[src/rtl/serial_subtractor.sv]
// Multi-cycle ripple-borrow subtractor / ripple-carry adder.
// Consumes DIGIT operand bits per clock, LSB first, with a start/done handshake.
module serial_subtractor #(
  parameter int WIDTH = 8,
  parameter int DIGIT = 1
) (
  input  logic             clk,
  input  logic             rst_n,
  input  logic             start,
  input  logic             mode,
  input  logic [WIDTH-1:0] a,
  input  logic [WIDTH-1:0] b,
  input  logic             bin,
  output logic             busy,
  output logic             done,
  output logic [WIDTH-1:0] result,
  output logic             bout,
  output logic             ovf
);

  localparam int N  = WIDTH / DIGIT;
  localparam int CW = (N > 1) ? $clog2(N) : 1;

  localparam logic [CW-1:0] LAST = CW'(N - 1);

  localparam logic [1:0] S_IDLE = 2'd0;
  localparam logic [1:0] S_RUN  = 2'd1;
  localparam logic [1:0] S_DONE = 2'd2;

  logic [1:0]       state_q, state_d;
  logic [CW-1:0]    cnt_q, cnt_d;
  logic [WIDTH-1:0] a_q, a_d;
  logic [WIDTH-1:0] b_q, b_d;
  logic             mode_q, mode_d;
  logic             c_q, c_d;
  logic [WIDTH-1:0] res_q, res_d;
  logic             bout_q, bout_d;
  logic             ovf_q, ovf_d;

  logic [DIGIT-1:0] dig;
  logic             cy;
  logic             cin_top;

  // Operands shift right each cycle, so bits [DIGIT-1:0] are the live digit.
  always_comb begin
    cy      = c_q;
    cin_top = c_q;
    dig     = '0;
    for (int i = 0; i < DIGIT; i++) begin
      cin_top = cy;
      dig[i]  = a_q[i] ^ b_q[i] ^ cy;
      if (mode_q) begin
        cy = (a_q[i] & b_q[i]) | ((a_q[i] ^ b_q[i]) & cy);
      end else begin
        cy = (~a_q[i] & b_q[i]) | (~(a_q[i] ^ b_q[i]) & cy);
      end
    end
  end

  always_comb begin
    state_d = state_q;
    cnt_d   = cnt_q;
    a_d     = a_q;
    b_d     = b_q;
    mode_d  = mode_q;
    c_d     = c_q;
    res_d   = res_q;
    bout_d  = bout_q;
    ovf_d   = ovf_q;
    unique case (1'b1)
      (state_q == S_IDLE): begin
        if (start) begin
          state_d = S_RUN;
          cnt_d   = '0;
          a_d     = a;
          b_d     = b;
          mode_d  = mode;
          c_d     = bin;
        end
      end
      (state_q == S_RUN): begin
        a_d = a_q >> DIGIT;
        b_d = b_q >> DIGIT;
        c_d = cy;
        res_d[int'(cnt_q)*DIGIT +: DIGIT] = dig;
        cnt_d = cnt_q + 1'b1;
        if (cnt_q == LAST) begin
          state_d = S_DONE;
          cnt_d   = '0;
          bout_d  = cy;
          ovf_d   = cin_top ^ cy;
        end
      end
      default: begin
        state_d = S_IDLE;
      end
    endcase
  end

  always_ff @(posedge clk or negedge rst_n) begin
    if (!rst_n) begin
      state_q <= S_IDLE;
      cnt_q   <= '0;
      a_q     <= '0;
      b_q     <= '0;
      mode_q  <= 1'b0;
      c_q     <= 1'b0;
      res_q   <= '0;
      bout_q  <= 1'b0;
      ovf_q   <= 1'b0;
    end else begin
      state_q <= state_d;
      cnt_q   <= cnt_d;
      a_q     <= a_d;
      b_q     <= b_d;
      mode_q  <= mode_d;
      c_q     <= c_d;
      res_q   <= res_d;
      bout_q  <= bout_d;
      ovf_q   <= ovf_d;
    end
  end

  assign busy   = (state_q != S_IDLE);
  assign done   = (state_q == S_DONE);
  assign result = res_q;
  assign bout   = bout_q;
  assign ovf    = ovf_q;

endmodule

[config.mk]
export PLATFORM = sky130hd
export DESIGN_NAME = serial_subtractor
export DESIGN_NICKNAME = d
export VERILOG_FILES = /design/src/rtl/serial_subtractor.sv
export SDC_FILE = /design/constraint.sdc
export NUM_CORES = 1
export LEC_CHECK = 0
export ABC_AREA = 1
export ABC_CLOCK_PERIOD_IN_PS = 2300
export CAP_MARGIN = 5
export CELL_PAD_IN_SITES_DETAIL_PLACEMENT = 0
export CELL_PAD_IN_SITES_GLOBAL_PLACEMENT = 1
export CORE_ASPECT_RATIO = 1.2
export CORE_MARGIN = 2
export CORE_UTILIZATION = 41
export CTS_BUF_LIST = sky130_fd_sc_hd__clkbuf_2
export CTS_CLUSTER_DIAMETER = 200
export DETAILED_ROUTE_END_ITERATION = 6
export GPL_TIMING_DRIVEN = 0
export PLACE_DENSITY_LB_ADDON = 0.1
export SYNTH_ARGS = -nofsm -noshare
export SYNTH_HDL_FRONTEND = slang
export SYNTH_SLANG_ARGS = --single-unit
[constraint.sdc]
create_clock -name clk -period 2.3 [get_ports clk]
set_input_delay 0.23 -clock clk [delete_from_list [all_inputs] [get_ports clk]]
set_output_delay 0.23 -clock clk [all_outputs]
set_load 0.05 [all_outputs]
==> results.toml, run 1 <==
[synthesis]
syn-num-nets = 255
syn_area_per_cell_sq_um = 8.51
synthCells = 225
ys_seq_elements = 33
syn-cell-area_sq_um = 1910
ys_seq_area_share_pct = 43.1
yosysUniqueCellTypes = 21
yosys_warnings = 0

[timing]
hold_viol_final = 0
fin_crit_ns = 2.00
whs_ns = 0.395
grt_setup_unrepaired = "no"
min_period_over_period_pct = 87.1
relSlewSlack_pct = 49.5
setup_tns_ns = 0
skew_ns = 0.0166
drv_slew = 0
worstMarginPinSlew_ns = 0.757
clock.fmax_mhz = 499
setup_viol = 0

[cts]
clockBufferDepth = 2
htree_levels = 2
numCtsBuffers = 5
clkSlewWorstSetupHoldPaths_ns = 0.18
insertion_delay_ns = 0.37
clock_sinks = 33
cts_tree = "done"
cts_root_buf = "clkbuf_2"
cts_resized = 0

[setup_path]
cp_top_family = "buffers and inverters"
slowest_stage = "clkdlybuf4s50_1"
path_cells = "inv_2, nor2_1, clkdlybuf4s50_1"
required_ns = 2.07
critPathKind = "flop to output pin"
critPathCaptureType = "output pin"
crit_fanout = 5
cp-start-kind = "flop"
critPathBufInv = 2
critPathMaxStageDelay_ns = 0.81
worstPathArrival_ns = 1.77
regToRegSetupSlack_ns = 0.40

[drt]
drtPass1Iterations = 4
via_per_inst = 4.72
drtAntennaViolNets = 0
vias = 1525
post_drt_wl_per_cell_microns = 12.0
route.detailed.drc = 0
dr.first_iter.drc_count = 53
wl_microns = 3870

[hold_path]
hp-class = "input port to flop"

[final_layout]
nNetsFinal = 295
multi_input_area_sq_um = 877
num_antenna_cells = 0
instances_no_fill = 323
seq_area_sq_um = 826
syn_to_final_growth_pct = 22.5
layout-drive-gt1-share_pct = 18.1
layout_common_cells = "nand2_1, inv_1, dfrtp_1"
fillers = 471
final_common_cell = "nand2_1"

[placement]
dp.cells = 315
io_buffers = 32
place_congestion = 0.786
hpwlAfterDp_microns = 2920

[power_and_ir_drop]
p_leak_nw = 1.14
clockPowerShare_pct = 7.8
power_w = 0.00343
p_per_area_nw_per_um2 = 1460
irDropWorstVdd_mv = 0.765
comb_power_share_pct = 64.9
switching_power_w = 0.00177
pwr-share-seq_pct = 27.3
intPower_w = 0.00166
switching_share_pct = 51.5

[global_routing]
grt_overflow = 0
grt_antenna_before_repair = 0
grt_pass1_vias = 1561
grt_pass1_wl_microns = 6940
grt.total_usage_pct = 17.3
grt_max_degree = 34

[floorplan]
die_h_microns = 78.9
start_util_pct = 42.3
core-area_sq_um = 4530
die_area_sq_um = 5230
die_w_microns = 66.4
rows = 27
io_pins = 33

[outcome]
status = "finished, final reports clean"

[flow_run]
drv_cap = 0
==> metal layers <==
layer	up-vias	routed length, microns	track usage [%]
li1	785	-	-
met1	705	1540	19.3
met2	27	2120	31.8
met3	8	129	4.25
met4	0	80	5.31
met5	-	0	0
==> power by group through the flow <==
stage,sequential [W],combinational [W],clock (W)
detailed placement,0.000956,0.00226,0
CTS,0.000941,0.00227,0.000286
floorplan,0.00117,0.00148,0
global placement,0.000949,0.00224,0
finish,0.000936,0.00223,0.000268
global route,0.000968,0.00250,0.000301
==> per-stage QoR <==
step	setup WS (ns)	area, sq um	util [%]
2_1_floorplan	0.687	1910	-
3_3_place_gp	0.164	2310	51.0
3_5_place_dp	0.433	2300	50.9
4_1_cts	0.253	2350	51.8
5_1_grt	0.177	2350	51.8
6_report	0.298	2350	51.8
==> cell families after synthesis <==
| kind of cell | count (synthesis) | synth area share [%] |
|---|---|---|
| fa+ha+maj | 9 | 6.67 |
| flops | 33 | 43.1 |
| simple gates | 95 | 22.4 |
| compound gates | 44 | 16.8 |
| buf+inv | 44 | 11.0 |
==> state kept, by name (all words and copies together) (netlist names) <==
| signal | count |
|---|---|
| a_q | 8 |
| c_q | 1 |
| b_q | 8 |
| state_q | 2 |
| bout | 1 |
| mode_q | 1 |
| cnt_q | 3 |
| ovf | 1 |
| result | 8 |
==> synth_stat cells (all sizes together) <==
master	n	area (sq um)
nand2	66	270
fa	2	40.0
dfrtp	33	826
clkinv	1	5.00
buf	6	67.6
o22ai	1	12.5
inv	37	139
ha	7	87.6
nand3	14	82.6
nand4	1	6.26
o21ai	41	288
o211ai	1	12.5
a21oi	1	8.76
nor2	14	68.8
==> path summary, 6_finish.rpt <==
kind / start / end / depth (start not counted)
max in group asynchronous: rst_n / a_q[2] / 2
setup / recovery: state_q[1] / done / 3
hold reg to reg: result[2] / result[2] / 2
hold / removal: mode / mode_q / 3
min in group asynchronous: rst_n / result[7] / 2
setup reg to reg: cnt_q[0] / result[4] / 8
==> timing repair <==
action	4_1_cts	5_1_grt
buffers inserted	0	0
hold endpoints to repair	33	0
hold buffers	1	0
==> cell type report <==
cell class / count / area share, %
Clock inverter: 1 / 0.160
Sequential cell: 33 / 35.2
Tap cell: 58 / 3.09
Multi-Input combinational cell: 148 / 37.4
Inverter: 38 / 6.13
Timing Repair Buffer: 33 / 13.9
Clock buffer: 6 / 1.28
Buffer: 6 / 2.88
==> worst min-delay path: stages <==
cell             delay [ns]
clkdlybuf4s50_1        0.41
nand2_1                0.07
nand2_1                0.04
No activity file was read; power rests on OpenSTA's default activity.
==> run 2, diff against run 1 <==
--- a/config.mk
+++ b/config.mk
@@ -10,7 +10,6 @@
 export CAP_MARGIN = 5
 export CELL_PAD_IN_SITES_DETAIL_PLACEMENT = 0
 export CELL_PAD_IN_SITES_GLOBAL_PLACEMENT = 1
-export CORE_ASPECT_RATIO = 1.2
 export CORE_MARGIN = 2
 export CORE_UTILIZATION = 41
 export CTS_BUF_LIST = sky130_fd_sc_hd__clkbuf_2
==> run 2 against run 1 <==
Count of clock-buffer cells in the layout rose by 2. Worst setup slack got worse by 0.015 ns. Critical path depth unchanged. Worst hold slack worse by 0.033 ns. Die area about the same. Combinational power hardly changed.
==> results.toml, run 2 (synthesis results as in run 1) <==
[timing]
fin_crit_ns = 2.02
setup_viol = 0
skew_ns = 0.00807
clock.fmax_mhz = 496
grt_setup_unrepaired = "no"
min_period_over_period_pct = 87.7
relSlewSlack_pct = 49.9
hold_viol_final = 0
whs_ns = 0.361
worstMarginPinSlew_ns = 0.752
setup_tns_ns = 0
layout_setup_ws_ns = 0.283
drv_slew = 0

[setup_path]
critPathCaptureType = "output pin"
path_cells = "inv_2, nand2_1, clkdlybuf4s50_1"
required_ns = 2.07
slowest_stage = "clkdlybuf4s50_1"
critPathMaxStageDelay_ns = 0.79
critPathKind = "flop to output pin"
crit_fanout = 4
cp-start-kind = "flop"
worstPathArrival_ns = 1.79

[power_and_ir_drop]
irDropWorstVdd_mv = 0.657
pwr-share-seq_pct = 27.2
clockPowerShare_pct = 8.5
p_leak_nw = 1.15
switching_share_pct = 50.9
intPower_w = 0.00168
p_per_area_nw_per_um2 = 1460
comb_power_share_pct = 64.3
switching_power_w = 0.00175

[cts]
cts_resized = 0
post-cts-setup-buffers = 0
numCtsBuffers = 5
ctsHoldBuffers = 1
clkSlewWorstSetupHoldPaths_ns = 0.17
clock_sinks = 33
htree_levels = 2
insertion_delay_ns = 0.39
cts_tree = "done"
clockBufferDepth = 2
cts_root_buf = "clkbuf_2"

[global_routing]
grt_overflow = 0
grt_pass1_vias = 1500
grt_antenna_before_repair = 0
grt_pass1_wl_microns = 6590
grt_max_degree = 34
grt.total_usage_pct = 16.8

[floorplan]
io_pins = 33
die_w_microns = 72.3
core-area_sq_um = 4410
rows = 24
start_util_pct = 43.4
die_h_microns = 72.3
die_area_sq_um = 5230

[placement]
place_congestion = 0.784
hpwlAfterDp_microns = 2790
io_buffers = 32
dp_slack_ns = 0.483

[drt]
via_per_inst = 4.75
post_drt_wl_per_cell_microns = 11.9
drtAntennaViolNets = 0
drtPass1Iterations = 4
dr.first_iter.drc_count = 58
wl_microns = 3780
vias = 1509
route.detailed.drc = 0

[final_layout]
syn_to_final_growth_pct = 22.5
num_antenna_cells = 0
layout_common_cells = "nand2_1, inv_1, dfrtp_1"
nNetsFinal = 295
layout-drive-gt1-share_pct = 18.8
final_common_cell = "nand2_1"

[outcome]
status = "finished, final reports clean"

[hold_path]
hp-class = "input port to flop"

[flow_run]
drv_cap = 0
-- run 2: cell types whose count changed in the layout (fill, tap and decap cells not counted), sizes merged --
cell,previous run,this run
clkbuf,6,8
clkinv,2,1
-- run 2: per-stage QoR --
step | cell area, sq um | total power [W] | std cells | util [%]
global placement | 2300 | 0.00317 | 309 | 52.1
floorplan | 1910 | 0.00265 | 225 | -
CTS | 2340 | 0.00349 | 318 | 53.1
finish | 2340 | 0.00343 | 318 | 53.1
detailed placement | 2290 | 0.00319 | 309 | 52.0
global route | 2340 | 0.00376 | 318 | 53.1
-- run 2: final cells by class --
cell class | count | area [sq um]
fill | 426 | 2070
tap | 52 | 65.1
sequential | 33 | 826
buffer | 6 | 67.6
multi-input combinational | 148 | 877
clock buffer | 8 | 40.0
timing repair buffer | 33 | 325
inverter | 38 | 144
-- run 2: final timing paths --
check	startpoint	to	slack, ns	depth (start not counted)
setup / recovery	state_q[0]	busy	0.28	3
hold / removal	mode	mode_q	0.36	3
setup reg to reg	cnt_q[0]	result[7]	0.46	7
hold reg to reg	result[6]	result[6]	0.51	2
max in group asynchronous	rst_n	a_q[0]	1.41	2
min in group asynchronous	rst_n	result[2]	0.41	2
-- run 2: worst max-delay path, delay by kind of cell (launching register included) --
| family | cells | cell delay [ns] |
|---|---|---|
| and+or+nand+nor | 1 | 0.06 |
| buffers and inverters | 2 | 0.86 |
| DFF | 1 | 0.47 |
-- run 2: power groups by stage --
stage / combinational (W) / clock (W) / sequential, W
2_1_floorplan: 0.00148 / 0 / 0.00117
3_3_place_gp: 0.00223 / 0 / 0.000945
3_5_place_dp: 0.00224 / 0 / 0.000954
4_1_cts: 0.00225 / 0.000303 / 0.000937
5_1_grt: 0.00247 / 0.000328 / 0.000964
6_report: 0.00220 / 0.000292 / 0.000934
-- run 2: routing by layer --
| metal | vias up | part of all wire, % | GRT usage (%) | wire [microns] |
|---|---|---|---|---|
| met3 | 8 | 3.3 | 3.33 | 124 |
| met1 | 685 | 42 | 18.5 | 1580 |
| met5 | - | 0 | 0 | 0 |
| met4 | 0 | 2.5 | 9.43 | 94 |
| met2 | 32 | 52 | 30.0 | 1980 |
| li1 | 784 | - | - | - |
